### src/rtl/riscv_pkg.sv
// Shared definitions for the RV32I multi-cycle sequencer: opcodes, ALU and
// writeback select codes, FSM state and instruction class encodings.
package riscv_pkg;

  localparam logic [6:0] OP_R      = 7'b0110011;
  localparam logic [6:0] OP_I      = 7'b0010011;
  localparam logic [6:0] OP_LOAD   = 7'b0000011;
  localparam logic [6:0] OP_STORE  = 7'b0100011;
  localparam logic [6:0] OP_BRANCH = 7'b1100011;
  localparam logic [6:0] OP_JAL    = 7'b1101111;
  localparam logic [6:0] OP_LUI    = 7'b0110111;

  localparam logic [2:0] ALU_AND = 3'b000;
  localparam logic [2:0] ALU_OR  = 3'b001;
  localparam logic [2:0] ALU_ADD = 3'b010;
  localparam logic [2:0] ALU_SUB = 3'b110;
  localparam logic [2:0] ALU_SLT = 3'b111;

  localparam logic [1:0] WB_ALU  = 2'd0;
  localparam logic [1:0] WB_MEM  = 2'd1;
  localparam logic [1:0] WB_PC4  = 2'd2;
  localparam logic [1:0] WB_IMMU = 2'd3;

  localparam logic [31:0] NOP_INSTR = 32'h00000013;

  typedef enum logic [2:0] {
    S_FETCH, S_DECODE, S_EXEC, S_MEM, S_WB, S_TRAP
  } state_t;

  typedef enum logic [2:0] {
    CLS_ALU, CLS_LOAD, CLS_STORE, CLS_BRANCH, CLS_JAL, CLS_LUI
  } instr_class_t;

endpackage

### src/rtl/riscv_ctrl_decode.sv
// Combinational classifier: opcode/funct fields of the IR to instruction
// class, ALU operation, operand-2 select and a legality flag.
import riscv_pkg::*;

module riscv_ctrl_decode (
  input  logic [6:0]   opcode,
  input  logic [2:0]   funct3,
  input  logic [6:0]   funct7,
  output instr_class_t instr_class,
  output logic [2:0]   alu_control,
  output logic         alu_src_imm,
  output logic         legal
);

  always_comb begin
    instr_class = CLS_ALU;
    alu_control = ALU_ADD;
    alu_src_imm = 1'b0;
    legal       = 1'b0;
    case (opcode)
      OP_R, OP_I: begin
        alu_src_imm = (opcode == OP_I);
        legal       = 1'b1;
        case (funct3)
          3'b000:  alu_control = (opcode == OP_R && funct7[5]) ? ALU_SUB : ALU_ADD;
          3'b111:  alu_control = ALU_AND;
          3'b110:  alu_control = ALU_OR;
          3'b010:  alu_control = ALU_SLT;
          default: legal = 1'b0;
        endcase
        // For I-type funct7 is immediate bits; for R-type only SUB may set it.
        if (opcode == OP_R && funct7 != 7'b0000000 &&
            !(funct3 == 3'b000 && funct7 == 7'b0100000))
          legal = 1'b0;
      end
      OP_LOAD: begin
        instr_class = CLS_LOAD;
        alu_src_imm = 1'b1;
        legal       = (funct3 == 3'b010);
      end
      OP_STORE: begin
        instr_class = CLS_STORE;
        alu_src_imm = 1'b1;
        legal       = (funct3 == 3'b010);
      end
      OP_BRANCH: begin
        instr_class = CLS_BRANCH;
        alu_control = ALU_SUB;
        legal       = (funct3[2:1] == 2'b00);
      end
      OP_JAL: begin
        instr_class = CLS_JAL;
        legal       = 1'b1;
      end
      OP_LUI: begin
        instr_class = CLS_LUI;
        legal       = 1'b1;
      end
      default: legal = 1'b0;
    endcase
  end

endmodule

### src/rtl/riscv_multicycle_sequencer.sv
// Multi-cycle RV32I control core: owns PC/IR, sequences FETCH..WB with
// req/ack memories. Define ILLEGAL_TRAP_EN to trap on illegal instructions.
import riscv_pkg::*;

module riscv_multicycle_sequencer #(
  parameter int              XLEN         = 32,
  parameter logic [XLEN-1:0] RESET_VECTOR = '0
) (
  input  logic            clk_i,
  input  logic            reset_i,
  output logic            imem_req_o,
  output logic [XLEN-1:0] imem_addr_o,
  input  logic            imem_ack_i,
  input  logic [31:0]     imem_rdata_i,
  output logic            dmem_req_o,
  output logic            dmem_we_o,
  input  logic            dmem_ack_i,
  output logic [31:0]     instr_o,
  output logic [XLEN-1:0] pc_o,
  input  logic [XLEN-1:0] imm_b_i,
  input  logic [XLEN-1:0] imm_j_i,
  input  logic            alu_zero_i,
  output logic [2:0]      alu_control_o,
  output logic            alu_src_imm_o,
  output logic            reg_write_o,
  output logic [1:0]      wb_sel_o,
  output logic            retire_o,
  output logic            trap_o
);

  // state    | meaning
  // S_FETCH  | imem request held until ack, IR loaded on ack
  // S_DECODE | classify IR; illegal -> TRAP or NOP retire
  // S_EXEC   | drive ALU; branches resolve and retire here
  // S_MEM    | dmem request held until ack; stores retire here
  // S_WB     | single-cycle register write and retire
  // S_TRAP   | sticky halt after an illegal instruction

  state_t          state_q, state_d;
  logic [XLEN-1:0] pc_q, pc_target;
  logic [31:0]     ir_q;
  logic            ir_load, pc_load;
  logic            imem_req, reg_write, retire;

  instr_class_t dec_class;
  logic [2:0]   dec_alu;
  logic         dec_src_imm, dec_legal;

  riscv_ctrl_decode u_decode (
    .opcode      (ir_q[6:0]),
    .funct3      (ir_q[14:12]),
    .funct7      (ir_q[31:25]),
    .instr_class (dec_class),
    .alu_control (dec_alu),
    .alu_src_imm (dec_src_imm),
    .legal       (dec_legal)
  );

  always_ff @(posedge clk_i) begin
    if (reset_i) begin
      state_q <= S_FETCH;
      pc_q    <= RESET_VECTOR;
      ir_q    <= NOP_INSTR;
    end else begin
      state_q <= state_d;
      if (ir_load) ir_q <= imem_rdata_i;
      if (pc_load) pc_q <= {pc_target[XLEN-1:2], 2'b00};
    end
  end

  always_comb begin
    state_d       = state_q;
    imem_req      = 1'b0;
    dmem_req_o    = 1'b0;
    dmem_we_o     = 1'b0;
    reg_write     = 1'b0;
    retire        = 1'b0;
    wb_sel_o      = WB_ALU;
    alu_control_o = ALU_ADD;
    alu_src_imm_o = 1'b0;
    ir_load       = 1'b0;
    pc_load       = 1'b0;
    pc_target     = pc_q + XLEN'(4);
    case (state_q)
      S_FETCH: begin
        imem_req = 1'b1;
        if (imem_ack_i) begin
          ir_load = 1'b1;
          state_d = S_DECODE;
        end
      end
      S_DECODE: begin
        alu_control_o = dec_alu;
        alu_src_imm_o = dec_src_imm;
        if (!dec_legal) begin
`ifdef ILLEGAL_TRAP_EN
          state_d = S_TRAP;
`else
          retire  = 1'b1;
          pc_load = 1'b1;
          state_d = S_FETCH;
`endif
        end else if (dec_class == CLS_JAL || dec_class == CLS_LUI) begin
          state_d = S_WB;
        end else begin
          state_d = S_EXEC;
        end
      end
      S_EXEC: begin
        alu_control_o = dec_alu;
        alu_src_imm_o = dec_src_imm;
        if (dec_class == CLS_BRANCH) begin
          // funct3[0] distinguishes BNE from BEQ
          if (alu_zero_i ^ ir_q[12]) pc_target = pc_q + imm_b_i;
          pc_load = 1'b1;
          retire  = 1'b1;
          state_d = S_FETCH;
        end else if (dec_class == CLS_LOAD || dec_class == CLS_STORE) begin
          state_d = S_MEM;
        end else begin
          state_d = S_WB;
        end
      end
      S_MEM: begin
        alu_control_o = dec_alu;
        alu_src_imm_o = dec_src_imm;
        dmem_req_o    = 1'b1;
        dmem_we_o     = (dec_class == CLS_STORE);
        if (dmem_ack_i) begin
          if (dec_class == CLS_STORE) begin
            pc_load = 1'b1;
            retire  = 1'b1;
            state_d = S_FETCH;
          end else begin
            state_d = S_WB;
          end
        end
      end
      S_WB: begin
        alu_control_o = dec_alu;
        alu_src_imm_o = dec_src_imm;
        reg_write     = 1'b1;
        retire        = 1'b1;
        pc_load       = 1'b1;
        case (dec_class)
          CLS_LOAD: wb_sel_o = WB_MEM;
          CLS_JAL: begin
            wb_sel_o  = WB_PC4;
            pc_target = pc_q + imm_j_i;
          end
          CLS_LUI:  wb_sel_o = WB_IMMU;
          default:  wb_sel_o = WB_ALU;
        endcase
        state_d = S_FETCH;
      end
      S_TRAP:  state_d = S_TRAP;
      default: state_d = S_FETCH;
    endcase
  end

  // Strobes are masked while reset is asserted so nothing is issued or committed.
  assign imem_req_o  = imem_req & ~reset_i;
  assign reg_write_o = reg_write & ~reset_i;
  assign retire_o    = retire & ~reset_i;
  assign imem_addr_o = pc_q;
  assign pc_o        = pc_q;
  assign instr_o     = ir_q;

`ifdef ILLEGAL_TRAP_EN
  assign trap_o = (state_q == S_TRAP);
`else
  assign trap_o = 1'b0;
`endif

endmodule

### config.mk
export PLATFORM = sky130hd
export DESIGN_NAME = riscv_multicycle_sequencer
export DESIGN_NICKNAME = d
export VERILOG_FILES = /design/src/rtl/riscv_pkg.sv /design/src/rtl/riscv_ctrl_decode.sv /design/src/rtl/riscv_multicycle_sequencer.sv
export SDC_FILE = /design/constraint.sdc
export NUM_CORES = 1
export LEC_CHECK = 0
export BUFFER_PORTS_ARGS = -buffer_cell sky130_fd_sc_hd__buf_4
export CAP_MARGIN = 20
export CORE_ASPECT_RATIO = 2
export CORE_UTILIZATION = 35
export CTS_BUF_LIST = sky130_fd_sc_hd__clkbuf_4
export DETAILED_ROUTE_END_ITERATION = 10
export GPL_ROUTABILITY_DRIVEN = 0
export GPL_TIMING_DRIVEN = 0
export SLEW_MARGIN = 20
export SYNTH_ARGS = -nofsm -noshare
export SYNTH_HDL_FRONTEND = slang
export SYNTH_SLANG_ARGS = --single-unit
### constraint.sdc
create_clock -name clk_i -period 3.5 [get_ports clk_i]
set_clock_uncertainty 0.05 [all_clocks]
set_input_delay 0.525 -clock clk_i [delete_from_list [all_inputs] [get_ports clk_i]]
set_output_delay 0.525 -clock clk_i [all_outputs]
set_load 0.1 [all_outputs]
==> flow_summary.ini <==
[status]
status = finished, final reports clean

[power_and_ir_drop]
cellLeakagePower_nw = 3.988
ir_worst_vdd_mv = 0.2766
power_density_mw_per_mm2 = 461.0

[hold_path]
min-delay-path-class = input port to register

[route]
postRouteAntennaNets = 0
drc = 0
vias = 7684
first_pass_iters = 5
drtIter0Drc = 377
drt-wirelength-per-cell_um = 17.99
routed_wl_um = 25090
via_per_inst = 5.508

[sta]
fmax_mhz = 299.0
drv_slew = 0
tightest_slew_ns = 0.8670
finalWorstSetupSlack_ns = 0.1559
setup_violations = 0
period_minus_slack_ns = 3.344
max_slew_margin = 0.4220
hold_viol = 0
finalCritPeriodShare = 0.9555
rsz0062_at_grt = no

[setup_path]
crit_path_end_kind = output port
reg2reg_to = imem_addr_o[24]
crit_fanout = 10
rr_startpoint = imem_addr_o[2]
rr_worst_depth = 11
crit_type = register to output port
arrival_ns = 2.77
crit_path_start_kind = register
cp-startpoint = state_q[1]
critPathRequiredTime_ns = 2.92
ff2ff_setup_slack_ns = 0.17
critPathCapture = retire_o

[synthesis]
synth_top_area_share = 0.1915
synthesis.area_mm2 = 0.006795
synth_ff_type = dfxtp_1
synth_edf_count = 0
avgSynthCellArea_um2 = 7.370
syn-instance-count = 922
yosysTopAreaCell = dfxtp_1
seq_area_frac_synth = 0.1915
synth-async-reset-ratio = 0
synth_area_leaders = dfxtp_1 (19%), ha_1 (11%), nand2_1 (6.9%), a21oi_1 (6.7%), xnor2_1 (5.0%)
yosysWarnings = 0
ys_types = 73
synth-seq-cells = 65

[global_routing]
antenna_found_initial = 0
grt_usage = 0.2499
grt_pass1_wl_um = 38570
grt_pass1_vias = 7606
grt.overflow.total = 0
grt_max_degree = 13

[floorplanning]
chipHeight_um = 199.1
rows = 71
start_util = 0.3591
core-area_mm2 = 0.01892
chipWidth_um = 100.5
num_io_pins = 209
die-area_mm2 = 0.02001

[placement]
pre_cts_slack_ns = -0.1014
placed_cells = 1379
place_hpwl_um = 20230
numPortBuffers = 198

[clock_network]
cts_max_level = 3
cts_tree = done
cts.path.max_buffers = 2
clk_latency_ns = 0.44
postCtsSetupBuffers = 0
cts_sinks = 65
root_buffer = clkbuf_4
clk_pin_slew_ns = 0.13
cts_buffers = 9

[final_layout]
area_growth_pct = 30.44
antenna_cells = 0
fin_nets = 1297
post-route-util = 0.4684
drive_above_1_share = 0.2632
fin_cells = 1395

[job]
drv_cap = 0
## synthesized netlist by cell type (9+ instances only)
master / count
nand2_1: 125
dfxtp_1: 65
clkbuf_1: 36
nand3b_1: 9
xor2_1: 31
a21o_1: 28
nor3_1: 32
nor2_1: 60
o21ai_0: 41
inv_1: 14
and3_1: 17
xnor2_1: 39
nand4_1: 18
buf_2: 13
nand3_1: 25
ha_1: 59
o21bai_1: 10
nor2b_1: 12
o221ai_1: 9
buf_4: 35
a211oi_1: 11
a21oi_1: 91
## how the worst min path moves through the flow
| stage | from | cells past startpoint | to |
|---|---|---|---|
| 2_1_floorplan | state_q[2] | 3 | state_q[2] |
| 5_1_grt | imem_rdata_i[4] | 3 | instr_o[4] |
| 6_report | imem_rdata_i[0] | 3 | instr_o[0] |
| 3_3_place_gp | instr_o[19] | 2 | instr_o[19] |
| 4_1_cts | imem_rdata_i[0] | 3 | instr_o[0] |
| 3_5_place_dp | instr_o[18] | 2 | instr_o[18] |
## final cells by class
type | count | area, um2
fill | 2036 | 10060
multi-input combinational | 763 | 5061
timing repair buffer | 198 | 1486
sequential | 65 | 1309
buffer | 84 | 470.5
tap | 255 | 319.1
clock inverter | 7 | 93.84
clock buffer | 9 | 67.56
inverter | 14 | 56.30
## metal layers
layer / share of wire / vias up / wire length [um] / GRT usage
li1: - / 3774 / - / -
met1: 0.35 / 3544 / 8779 / 0.2462
met2: 0.55 / 289 / 13790 / 0.4888
met3: 0.047 / 77 / 1190 / 0.03568
met4: 0.053 / 0 / 1332 / 0.1331
met5: 0 / - / 0 / 0
## sequential cells by signal, indices dropped and copies added, names as in the netlist
| signal | cells |
|---|---|
| state_q | 3 |
| imem_addr_o | 30 |
| instr_o | 32 |
## placed cells by master (no fill, tap or decap), types with 7 or more instances in the layout
| cell type | n |
|---|---|
| buf_4 | 233 |
| nand2_1 | 125 |
| a21oi_1 | 91 |
| ha_1 | 59 |
| dfxtp_1 | 59 |
| nor2_1 | 58 |
| o21ai_0 | 41 |
| xnor2_1 | 39 |
| clkbuf_1 | 35 |
| nor3_1 | 32 |
| xor2_1 | 31 |
| a21o_1 | 28 |
| nand3_1 | 25 |
| nand4_1 | 18 |
| and3_1 | 16 |
| inv_1 | 13 |
| buf_2 | 12 |
| a211oi_1 | 11 |
| o21bai_1 | 10 |
| nor2b_1 | 9 |
| nand3b_1 | 9 |
| o221ai_1 | 9 |
| clkbuf_4 | 9 |
| a31oi_1 | 8 |
| nand2b_1 | 8 |
| and4_1 | 8 |
| a221oi_1 | 8 |
| a22oi_1 | 8 |
| o31ai_1 | 7 |
## per-stage QoR
step	setup TNS [ns]	hold slack (ns)	cell area, um2	power [mW]
after CTS	0	0.2109	8826	4.094
after global routing	0	0.2284	8864	4.310
after detailed placement	-0.2126	0.3983	8656	3.464
after global placement	-0.06932	0.3921	8656	3.451
after floorplan	-0.2801	0.5622	6850	2.858
final	0	0.2421	8864	4.086
## power by group
group	total, mW	internal, mW	leakage (nW)	switching [mW]
logic	2.49	0.752	3.37	1.74
clock network	0.621	0.290	0.0839	0.331
registers	0.975	0.819	0.534	0.156
## kinds of logic after synthesis
group | count (synthesis) | synth area share
and+or+nand+nor | 344 | 0.2469
xor gates and xnor gates | 70 | 0.09022
muxes | 4 | 0.006076
adders and majority gates | 61 | 0.1145
other | 1 | 0.0005519
buffers and inverters | 98 | 0.07586
DFF | 65 | 0.1915
AOI/OAI and AO/OA | 279 | 0.2744
## worst max-delay path, cell delays in order, from the launching register on
cell and delay [ns]:
dfxtp_1 0.32, buf_2 0.16, nor2b_1 0.15, nand2_1 0.17, clkinvlp_4 0.15, and3_4 0.19, a222oi_1 0.33, o41a_1 0.36
buf_6 0.21, nor2_4 0.05, buf_4 0.25
## repair_timing
item | 4_1_cts | 5_1_grt
setup endpoints to repair | 1 | 8
pin swaps | 0 | 1
resized for setup | 3 | 11
gates cloned | 0 | 0
hold buffers | 0 | 0
Note: power is estimated with default switching activity, not from simulation.
